$ cat config.mk
export PLATFORM = sky130hd
export DESIGN_NAME = alsu_req_sched
export DESIGN_NICKNAME = d
export VERILOG_FILES = /design/src/rtl/alsu_req_sched_pkg.sv /design/src/rtl/alsu_req_sched_rr_arb2.sv /design/src/rtl/alsu_req_sched.sv
export SDC_FILE = /design/constraint.sdc
export NUM_CORES = 1
export LEC_CHECK = 0
export CAP_MARGIN = 20
export CORE_UTILIZATION = 41
export CTS_CLUSTER_SIZE = 14
export DETAILED_ROUTE_END_ITERATION = 8
export HOLD_SLACK_MARGIN = 0.12
export PLACE_DENSITY_LB_ADDON = 0.3
export SYNTH_ARGS = -nofsm -noshare
export SYNTH_HDL_FRONTEND = slang
export SYNTH_HIERARCHICAL = 1
export SYNTH_SLANG_ARGS = --single-unit
export TNS_END_PERCENT = 50
$ cat constraint.sdc
create_clock -name clk -period 3.05 [get_ports clk]
set_clock_uncertainty 0.15 [all_clocks]
set_input_delay 0.4575 -clock clk [delete_from_list [all_inputs] [get_ports clk]]
set_output_delay 0.4575 -clock clk [all_outputs]
set_load 0.05 [all_outputs]
$ cat src/rtl/alsu_req_sched_pkg.sv
// alsu_req_sched_pkg: shared opcodes, command layout and FSM encodings for the ALSU scheduler
package alsu_req_sched_pkg;

   localparam int CMD_W = 16;

   localparam logic [2:0] OP_AND   = 3'd0;
   localparam logic [2:0] OP_XOR   = 3'd1;
   localparam logic [2:0] OP_ADD   = 3'd2;
   localparam logic [2:0] OP_MUL   = 3'd3;
   localparam logic [2:0] OP_SHIFT = 3'd4;
   localparam logic [2:0] OP_ROT   = 3'd5;
   localparam logic [2:0] OP_INV6  = 3'd6;
   localparam logic [2:0] OP_INV7  = 3'd7;

   localparam int OPC_LSB   = 13;
   localparam int A_LSB     = 10;
   localparam int B_LSB     = 7;
   localparam int CIN_BIT   = 6;
   localparam int SIN_BIT   = 5;
   localparam int RED_A_BIT = 4;
   localparam int RED_B_BIT = 3;
   localparam int BYP_A_BIT = 2;
   localparam int BYP_B_BIT = 1;
   localparam int DIR_BIT   = 0;

   // Field order mirrors the packed command word, MSB first.
   typedef struct packed {
      logic [2:0] opcode;
      logic [2:0] a;
      logic [2:0] b;
      logic       cin;
      logic       serial_in;
      logic       red_op_a;
      logic       red_op_b;
      logic       bypass_a;
      logic       bypass_b;
      logic       direction;
   } alsu_cmd_t;

   typedef enum logic [1:0] {
      ST_IDLE = 2'd0,
      ST_WAIT = 2'd1,
      ST_RESP = 2'd2
   } state_t;

   // Opcodes the ALSU treats as invalid.
   function automatic logic op_rejected(input logic [2:0] op);
      return (op == OP_INV6) || (op == OP_INV7);
   endfunction

endpackage

$ cat src/rtl/alsu_req_sched_rr_arb2.sv
// rr_arb2: two-way round-robin grant; on a tie the requester not served last wins
module rr_arb2 (
   input  logic [1:0] req_valid,
   input  logic       rr_last,
   output logic [1:0] gnt
);

   // One-hot grant, zero when nobody requests.
   always_comb gnt = (&req_valid) ? (rr_last ? 2'b01 : 2'b10) : req_valid;

endmodule

$ cat src/rtl/alsu_req_sched.sv
// alsu_req_sched: round-robin ALSU command scheduler with tagged valid/ready response.
// Optional macro ALSU_SCHED_OPCHK_EN: reject opcodes 6/7 locally instead of issuing them.
module alsu_req_sched
   import alsu_req_sched_pkg::*;
#(
   parameter int ALSU_LAT = 2
) (
   input  logic             clk,
   input  logic             rst,
   input  logic [1:0]       req_valid,
   output logic [1:0]       req_ready,
   input  logic [CMD_W-1:0] req_cmd0,
   input  logic [CMD_W-1:0] req_cmd1,
   output logic             rsp_valid,
   input  logic             rsp_ready,
   output logic             rsp_id,
   output logic [5:0]       rsp_data,
   output logic             rsp_err,
   output logic [2:0]       alsu_A,
   output logic [2:0]       alsu_B,
   output logic [2:0]       alsu_opcode,
   output logic             alsu_cin,
   output logic             alsu_serial_in,
   output logic             alsu_red_op_A,
   output logic             alsu_red_op_B,
   output logic             alsu_bypass_A,
   output logic             alsu_bypass_B,
   output logic             alsu_direction,
   input  logic [5:0]       alsu_out,
   input  logic [15:0]      alsu_leds
);

   localparam int CNT_W = (ALSU_LAT < 2) ? 1 : $clog2(ALSU_LAT + 1);

   state_t           state;
   state_t           state_nx;
   logic [CNT_W-1:0] wait_cnt;
   alsu_cmd_t        issued;
   alsu_cmd_t        cmd;
   logic             rr_last;
   logic [1:0]       gnt;
   logic             gid;
   logic             accept;
   logic             bad;

   rr_arb2 u_arb (
      .req_valid (req_valid),
      .rr_last   (rr_last),
      .gnt       (gnt)
   );

   assign gid    = gnt[1];
   assign cmd    = gid ? req_cmd1 : req_cmd0;
   assign accept = (state == ST_IDLE) && |gnt;

`ifdef ALSU_SCHED_OPCHK_EN
   assign bad = op_rejected(cmd.opcode);
`else
   assign bad = 1'b0;
`endif

   assign alsu_opcode    = issued.opcode;
   assign alsu_A         = issued.a;
   assign alsu_B         = issued.b;
   assign alsu_cin       = issued.cin;
   assign alsu_serial_in = issued.serial_in;
   assign alsu_red_op_A  = issued.red_op_a;
   assign alsu_red_op_B  = issued.red_op_b;
   assign alsu_bypass_A  = issued.bypass_a;
   assign alsu_bypass_B  = issued.bypass_b;
   assign alsu_direction = issued.direction;

   // State register.
   always_ff @(posedge clk or posedge rst)
      if (rst) state <= ST_IDLE;
      else     state <= state_nx;

   // Next state: a rejected opcode skips the ALSU and answers on the next clock.
   always_comb begin
      state_nx = state;
      case (state)
         ST_IDLE: state_nx = accept ? (bad ? ST_RESP : ST_WAIT) : ST_IDLE;
         ST_WAIT: state_nx = (wait_cnt == '0) ? ST_RESP : ST_WAIT;
         ST_RESP: state_nx = rsp_ready ? ST_IDLE : ST_RESP;
         default: state_nx = ST_IDLE;
      endcase
   end

   // Accept strobe only for the granted requester while idle; held low during reset.
   always_comb req_ready = (state == ST_IDLE && !rst) ? gnt : 2'b00;

   // Issue, wait, capture and handshake datapath; alsu_* keep the last issued command.
   always_ff @(posedge clk or posedge rst)
      if (rst) begin
         issued    <= '0;
         wait_cnt  <= '0;
         rr_last   <= 1'b1;
         rsp_valid <= 1'b0;
         rsp_id    <= 1'b0;
         rsp_data  <= '0;
         rsp_err   <= 1'b0;
      end else begin
         case (state)
            ST_IDLE:
               if (accept) begin
                  rsp_id <= gid;
                  if (bad) begin
                     rsp_data  <= '0;
                     rsp_err   <= 1'b1;
                     rsp_valid <= 1'b1;
                  end else begin
                     issued   <= cmd;
                     wait_cnt <= CNT_W'(ALSU_LAT);
                  end
               end
            ST_WAIT:
               if (wait_cnt == '0) begin
                  rsp_data  <= alsu_out;
                  rsp_err   <= |alsu_leds;
                  rsp_valid <= 1'b1;
               end else begin
                  wait_cnt <= wait_cnt - CNT_W'(1);
               end
            ST_RESP:
               if (rsp_ready) begin
                  rsp_valid <= 1'b0;
                  rr_last   <= rsp_id;
               end
            default: ;
         endcase
      end

endmodule
==> results.toml, run 1 <==
[cts]
numCtsBuffers = 5
ctsLongestPathBuffers = 2
cts.sinks = 30
clockRootBuffer = "clkbuf_8"
path_clk_slew_ns = 0.06
cts_tree = "done"
htreeDepth = 2
cts_hold_buf = 0
cts_resized = 0
post_cts_buffers = 0
clk_latency_ns = 0.27

[floorplanning]
die_area_sq_um = 3960
start_util_pct = 44.2
die_w_microns = 62.9
coreArea_sq_um = 3440
num_rows = 21
pin_count = 86
die_h_microns = 62.9

[final_layout]
diodes = 0
utilization_pct = 72.3
drive_above_1_share_pct = 26.7
layout_commonest_cell = "clkdlybuf4s50_1"
area_growth_syn_to_layout_pct = 63.7
nFillCells = 256
fin_nets = 261
design_area_sq_um = 2490
fin_cells = 248
most-common-layout-cells = "83 x clkdlybuf4s50_1, 29 x mux2_2, 29 x dfrtp_1"

[worst_setup_path]
critical_path_class = "input pin to output pin"
cp_max_fo = 19
reg2reg_slack_ns = 1.13
rr_worst_depth = 6
cp.required_ns = 2.44
crit_start = "req_valid[1]"
crit_arrival_ns = 1.73
r2r_start = "rr_last"
endpoint_kind = "output pin"
r2r_end = "alsu_direction"
startpoint_type = "input pin"

[synthesis]
syn-mean-instance-area_sq_um = 13.8
synth_seq_area_share_pct = 49.5
ys_warn_count = 6
synth_seq_cells = 30
synth_nets = 170
syn_area_sq_um = 1520
netlist_instances = 110
yosysUniqueCellTypes = 27

[sta]
drv_slew = 0
timing.fmax_mhz = 427
hold_violations = 0
grt_setup_unrepaired = "false"
finalSetupViolCount = 0
period_minus_slack_ns = 2.34
finalSetupTns_ns = 0
holdWs_ns = 0.320
finalCritPeriodShare_pct = 76.7
tightest_slew_ns = 0.517
relSlewSlack_pct = 65.4

[drt]
viasPerCell = 4.86
drc = 0
routed_wl_mm = 3.72
drtPass1Iterations = 4
drt_iter0_markers = 24
drtAntennaViolNets = 0
vias = 1206
wl_per_cell_microns = 15.0

[grt]
grt.overflow.total = 0
antenna_found_initial = 0
grt_pass1_vias = 1396
grt_pass1_wl_mm = 6.35
grt_max_degree = 31
grtUsageTotal_pct = 21.0

[pwr]
ir_worst_vdd_v = 0.000545
p_leak_uw = 0.00104
power.density_nw_per_um2 = 1070

[place]
place.port_buffers = 85
place_congestion = 0.723
dp_hpwl_mm = 3.05
placedCellCount = 240
placed_area_sq_um = 2410

[worst_hold_path]
min_from = "wait_cnt[0]"
min_to = "wait_cnt[0]"
min_path_type = "flip-flop to flip-flop"
hold_depth = 1

[flow_run]
drv_cap = 0

[status]
status = "completed"
-- cells by family (layout without fill, tap and decap cells) --
| logic type | Yosys count | after routing | share of synthesized area (%) |
|---|---|---|---|
| AOI/OAI and AO/OA | 9 | 9 | 3.95 |
| muxes | 40 | 40 | 32.0 |
| adders and majority gates | 1 | 1 | 0.823 |
| buffers and inverters | 11 | 103 | 5.51 |
| DFF | 30 | 30 | 49.5 |
| and+or+nand+nor | 19 | 19 | 8.23 |
-- metal layers --
metal  vias up  wire, microns  GRT usage, %
met5         -              0             0
met4         0             46          6.98
met3         5            199          5.84
met2        43           2170          40.3
met1       587           1310          21.3
li1        571              -             -
-- metrics by stage --
step	setup WS, ns	total power [uW]
floorplan	1.01	1880
global placement	0.710	2340
detailed placement	0.661	2380
CTS	0.699	2680
global route	0.623	2810
finish	0.710	2660
-- worst max-delay path, stage by stage --
cell and delay, ns:
clkdlybuf4s50_1 0.48, a21boi_2 0.16, buf_4 0.27, and2_1 0.22, buf_12 0.14
-- power by group --
group | internal (uW) | switching, uW | total [uW]
Sequential | 609 | 147 | 756
Combinational | 701 | 912 | 1610
Clock | 162 | 133 | 294
-- synthesized netlist by cell type, drive strengths merged --
library cell	instances	area, sq um
mux2	39	477
mux2i	1	10.0
nand3b	2	15.0
o22a	1	8.76
nor4	4	25.0
a21oi	1	5.00
nand2	4	15.0
or3b	1	8.76
a22o	1	8.76
dfrtp	29	726
inv	6	22.5
ha	1	12.5
nor3	2	21.3
a21boi	2	15.0
and4	1	8.76
nor2	3	18.8
o21ai	3	15.0
buf	5	61.3
o31ai	1	7.51
dfstp	1	26.3
and2	2	12.5
-- registers in the layout, indices dropped and copies added (netlist names) --
signal	cells
wait_cnt	2
alsu_serial_in	1
alsu_red_op_B	1
rsp_valid	1
alsu_B	3
rsp_data	6
alsu_bypass_A	1
alsu_bypass_B	1
rsp_id	1
alsu_opcode	3
state	2
alsu_direction	1
alsu_red_op_A	1
rr_last	1
rsp_err	1
alsu_cin	1
alsu_A	3
-- how the worst max path moves through the flow --
stage	endpoint	slack, ns	cells past startpoint
6_report	req_ready[1]	0.71	5
5_1_grt	req_ready[1]	0.62	5
4_1_cts	req_ready[1]	0.70	5
3_5_place_dp	alsu_direction	0.66	7
3_3_place_gp	alsu_red_op_A	0.71	7
2_1_floorplan	req_ready[1]	1.01	4
-- cell type report --
cell class	count	area [sq um]	share of cell area [%]
clock buffer	8	80.1	3.22
inverter	6	22.5	0.905
multi-input combinational	69	688	27.7
sequential	30	752	30.2
tap	46	57.6	2.31
timing repair buffer	89	888	35.7
(Power assumes the default switching activity.)
==> run 2, diff against run 1 <==
CORE_UTILIZATION = 34   (was 41)
clock period = 1.95 ns   (was 3.05 ns; I/O delays follow)
==> run 2 against run 1 <==
The run now ends with negative setup slack left. Final cell count up 4.0%. Routed wire length down 2.9%. Global-route usage down 4.6 points. Combinational power up 60%. Critical path type is now flip-flop to output pin.
==> results.toml, run 2 (synthesis gave the netlist of run 1 again) <==
[status]
status = "finished, violations left"
violations = "negative setup slack"

[cts]
clockRootBuffer = "clkbuf_8"
htreeDepth = 2
cts_hold_buf = 0
path_clk_slew_ns = 0.07
clk_latency_ns = 0.27
cts_tree = "done"
cts.sinks = 30
numCtsBuffers = 5
ctsLongestPathBuffers = 2

[floorplanning]
die_w_microns = 68.9
die_area_sq_um = 4740
die_h_microns = 68.9
start_util_pct = 36.7
num_rows = 23
coreArea_sq_um = 4140
pin_count = 86

[worst_setup_path]
r2r_end = "alsu_A[0]"
crit_arrival_ns = 1.51
cp.required_ns = 1.51
crit_start = "rr_last"
r2r_start = "rr_last"
critical_path_class = "flip-flop to output pin"
reg2reg_slack_ns = 0.04
endpoint_kind = "output pin"
path_delay_family = "flip-flops"
cp_slowest_cell = "dfstp_2"
cp_max_fo = 2
cp_slowest_stage_delay_ns = 0.53
timing.critical_path.buf_inv = 4
startpoint_type = "flip-flop"
cp.depth = 6
crit_chain = "inv_1, a21boi_1, buf_4, buf_6, and2_4, buf_12"
rr_worst_depth = 7
critPathCapture = "req_ready[0]"

[pwr]
switching_share_pct = 44.3
p_int_uw = 2370
power.total_uw = 4250
clockPowerShare_pct = 11.9
power.density_nw_per_um2 = 1660
p_leak_uw = 0.00111
ir_worst_vdd_v = 0.000733
pwr-share-seq_pct = 27.5
pwr-share-comb_pct = 60.6
p_sw_uw = 1880

[drt]
routed_wl_mm = 3.62
drtPass1Iterations = 4
drc = 0
drtAntennaViolNets = 0
vias = 1220
viasPerCell = 4.73
drt_iter0_markers = 35
wl_per_cell_microns = 14.0

[sta]
tightest_slew_ns = 0.513
drv_slew = 0
grt_setup_unrepaired = "true"
relSlewSlack_pct = 65.7
finalSetupViolCount = 1
timing.final.ws_setup_ns = -0.00647
holdWs_ns = 0.295
hold_violations = 0
period_minus_slack_ns = 1.96
finalCritPeriodShare_pct = 100
timing.fmax_mhz = 511
finalSetupTns_ns = -0.00647

[place]
dp_hpwl_mm = 2.85
placedCellCount = 248
place_ws_ns = -0.270
place_congestion = 0.730
place.port_buffers = 85

[grt]
grt.overflow.total = 0
grt_pass1_wl_mm = 5.61
grt_pass1_vias = 1294
grtUsageTotal_pct = 16.4
grt_max_degree = 31
antenna_found_initial = 0

[flow_run]
drv_cap = 0

[final_layout]
layout_commonest_cell = "clkdlybuf4s50_1"
area_growth_syn_to_layout_pct = 68.5
top_register = "rsp_data"
diodes = 0
fin_cells = 258
most-common-layout-cells = "73 x clkdlybuf4s50_1, 29 x mux2_2, 29 x dfrtp_1"
largest_reg_flops = 6
drive_above_1_share_pct = 34.6
fin_nets = 267
nFillCells = 327

[worst_hold_path]
min_path_type = "input pin to async pin"
run 2: cell count changes in the layout (fill, tap and decap cells not counted), sizes merged:
cell | before | now
buf | 6 | 21
clkbuf | 8 | 7
clkdlybuf4s50 | 83 | 73
clkinv | 0 | 1
dlymetal6s2s | 0 | 1
run 2: cell type report:
cell class	count	area (sq um)	share of cell area [%]
Clock buffer	7	86.3	3.37
Clock inverter	1	5.00	0.195
Inverter	6	22.5	0.879
Multi-Input combinational cell	69	691	27.0
Sequential cell	30	752	29.4
Tap cell	50	62.6	2.44
Timing Repair Buffer	95	942	36.8
run 2: stage by stage:
step	area [sq um]	utilization, %
2_1_floorplan	1520	-
3_3_place_gp	2450	59.0
3_5_place_dp	2450	59.0
4_1_cts	2550	61.5
5_1_grt	2560	61.8
6_report	2560	61.8
run 2: what timing repair did:
item	4_1_cts	5_1_grt
gates resized for setup	1	2
cloned	0	0
pin swaps	1	1
buffers inserted	1	1
setup endpoints to repair	1	13
run 2: worst min-delay path by stage:
stage | startpoint | to | depth (start not counted)
floorplan | rst | alsu_A[0] | 1
global placement | wait_cnt[0] | wait_cnt[0] | 1
detailed placement | wait_cnt[1] | wait_cnt[1] | 1
CTS | rst | state[1] | 3
global route | rst | rsp_id | 3
finish | rst | rsp_id | 3
run 2: layer usage:
metal | vias to the layer above | global-route usage (%) | routed length [microns]
met5 | - | 0 | 0
met2 | 39 | 30.0 | 2010
met4 | 0 | 6.12 | 29
li1 | 585 | - | -
met3 | 2 | 4.61 | 174
met1 | 594 | 17.9 | 1400
run 2: worst min-delay path: cells and delay by family:
kind | cells | cell delay (ns)
buffers and inverters | 3 | 0.84
run 2: power by group through the flow:
stage,clock network [uW],registers [uW],logic [uW]
floorplan,0,2030,914
global placement,0,1170,2510
detailed placement,0,1180,2570
CTS,524,1170,2600
global route,558,1220,2700
finish,505,1170,2580
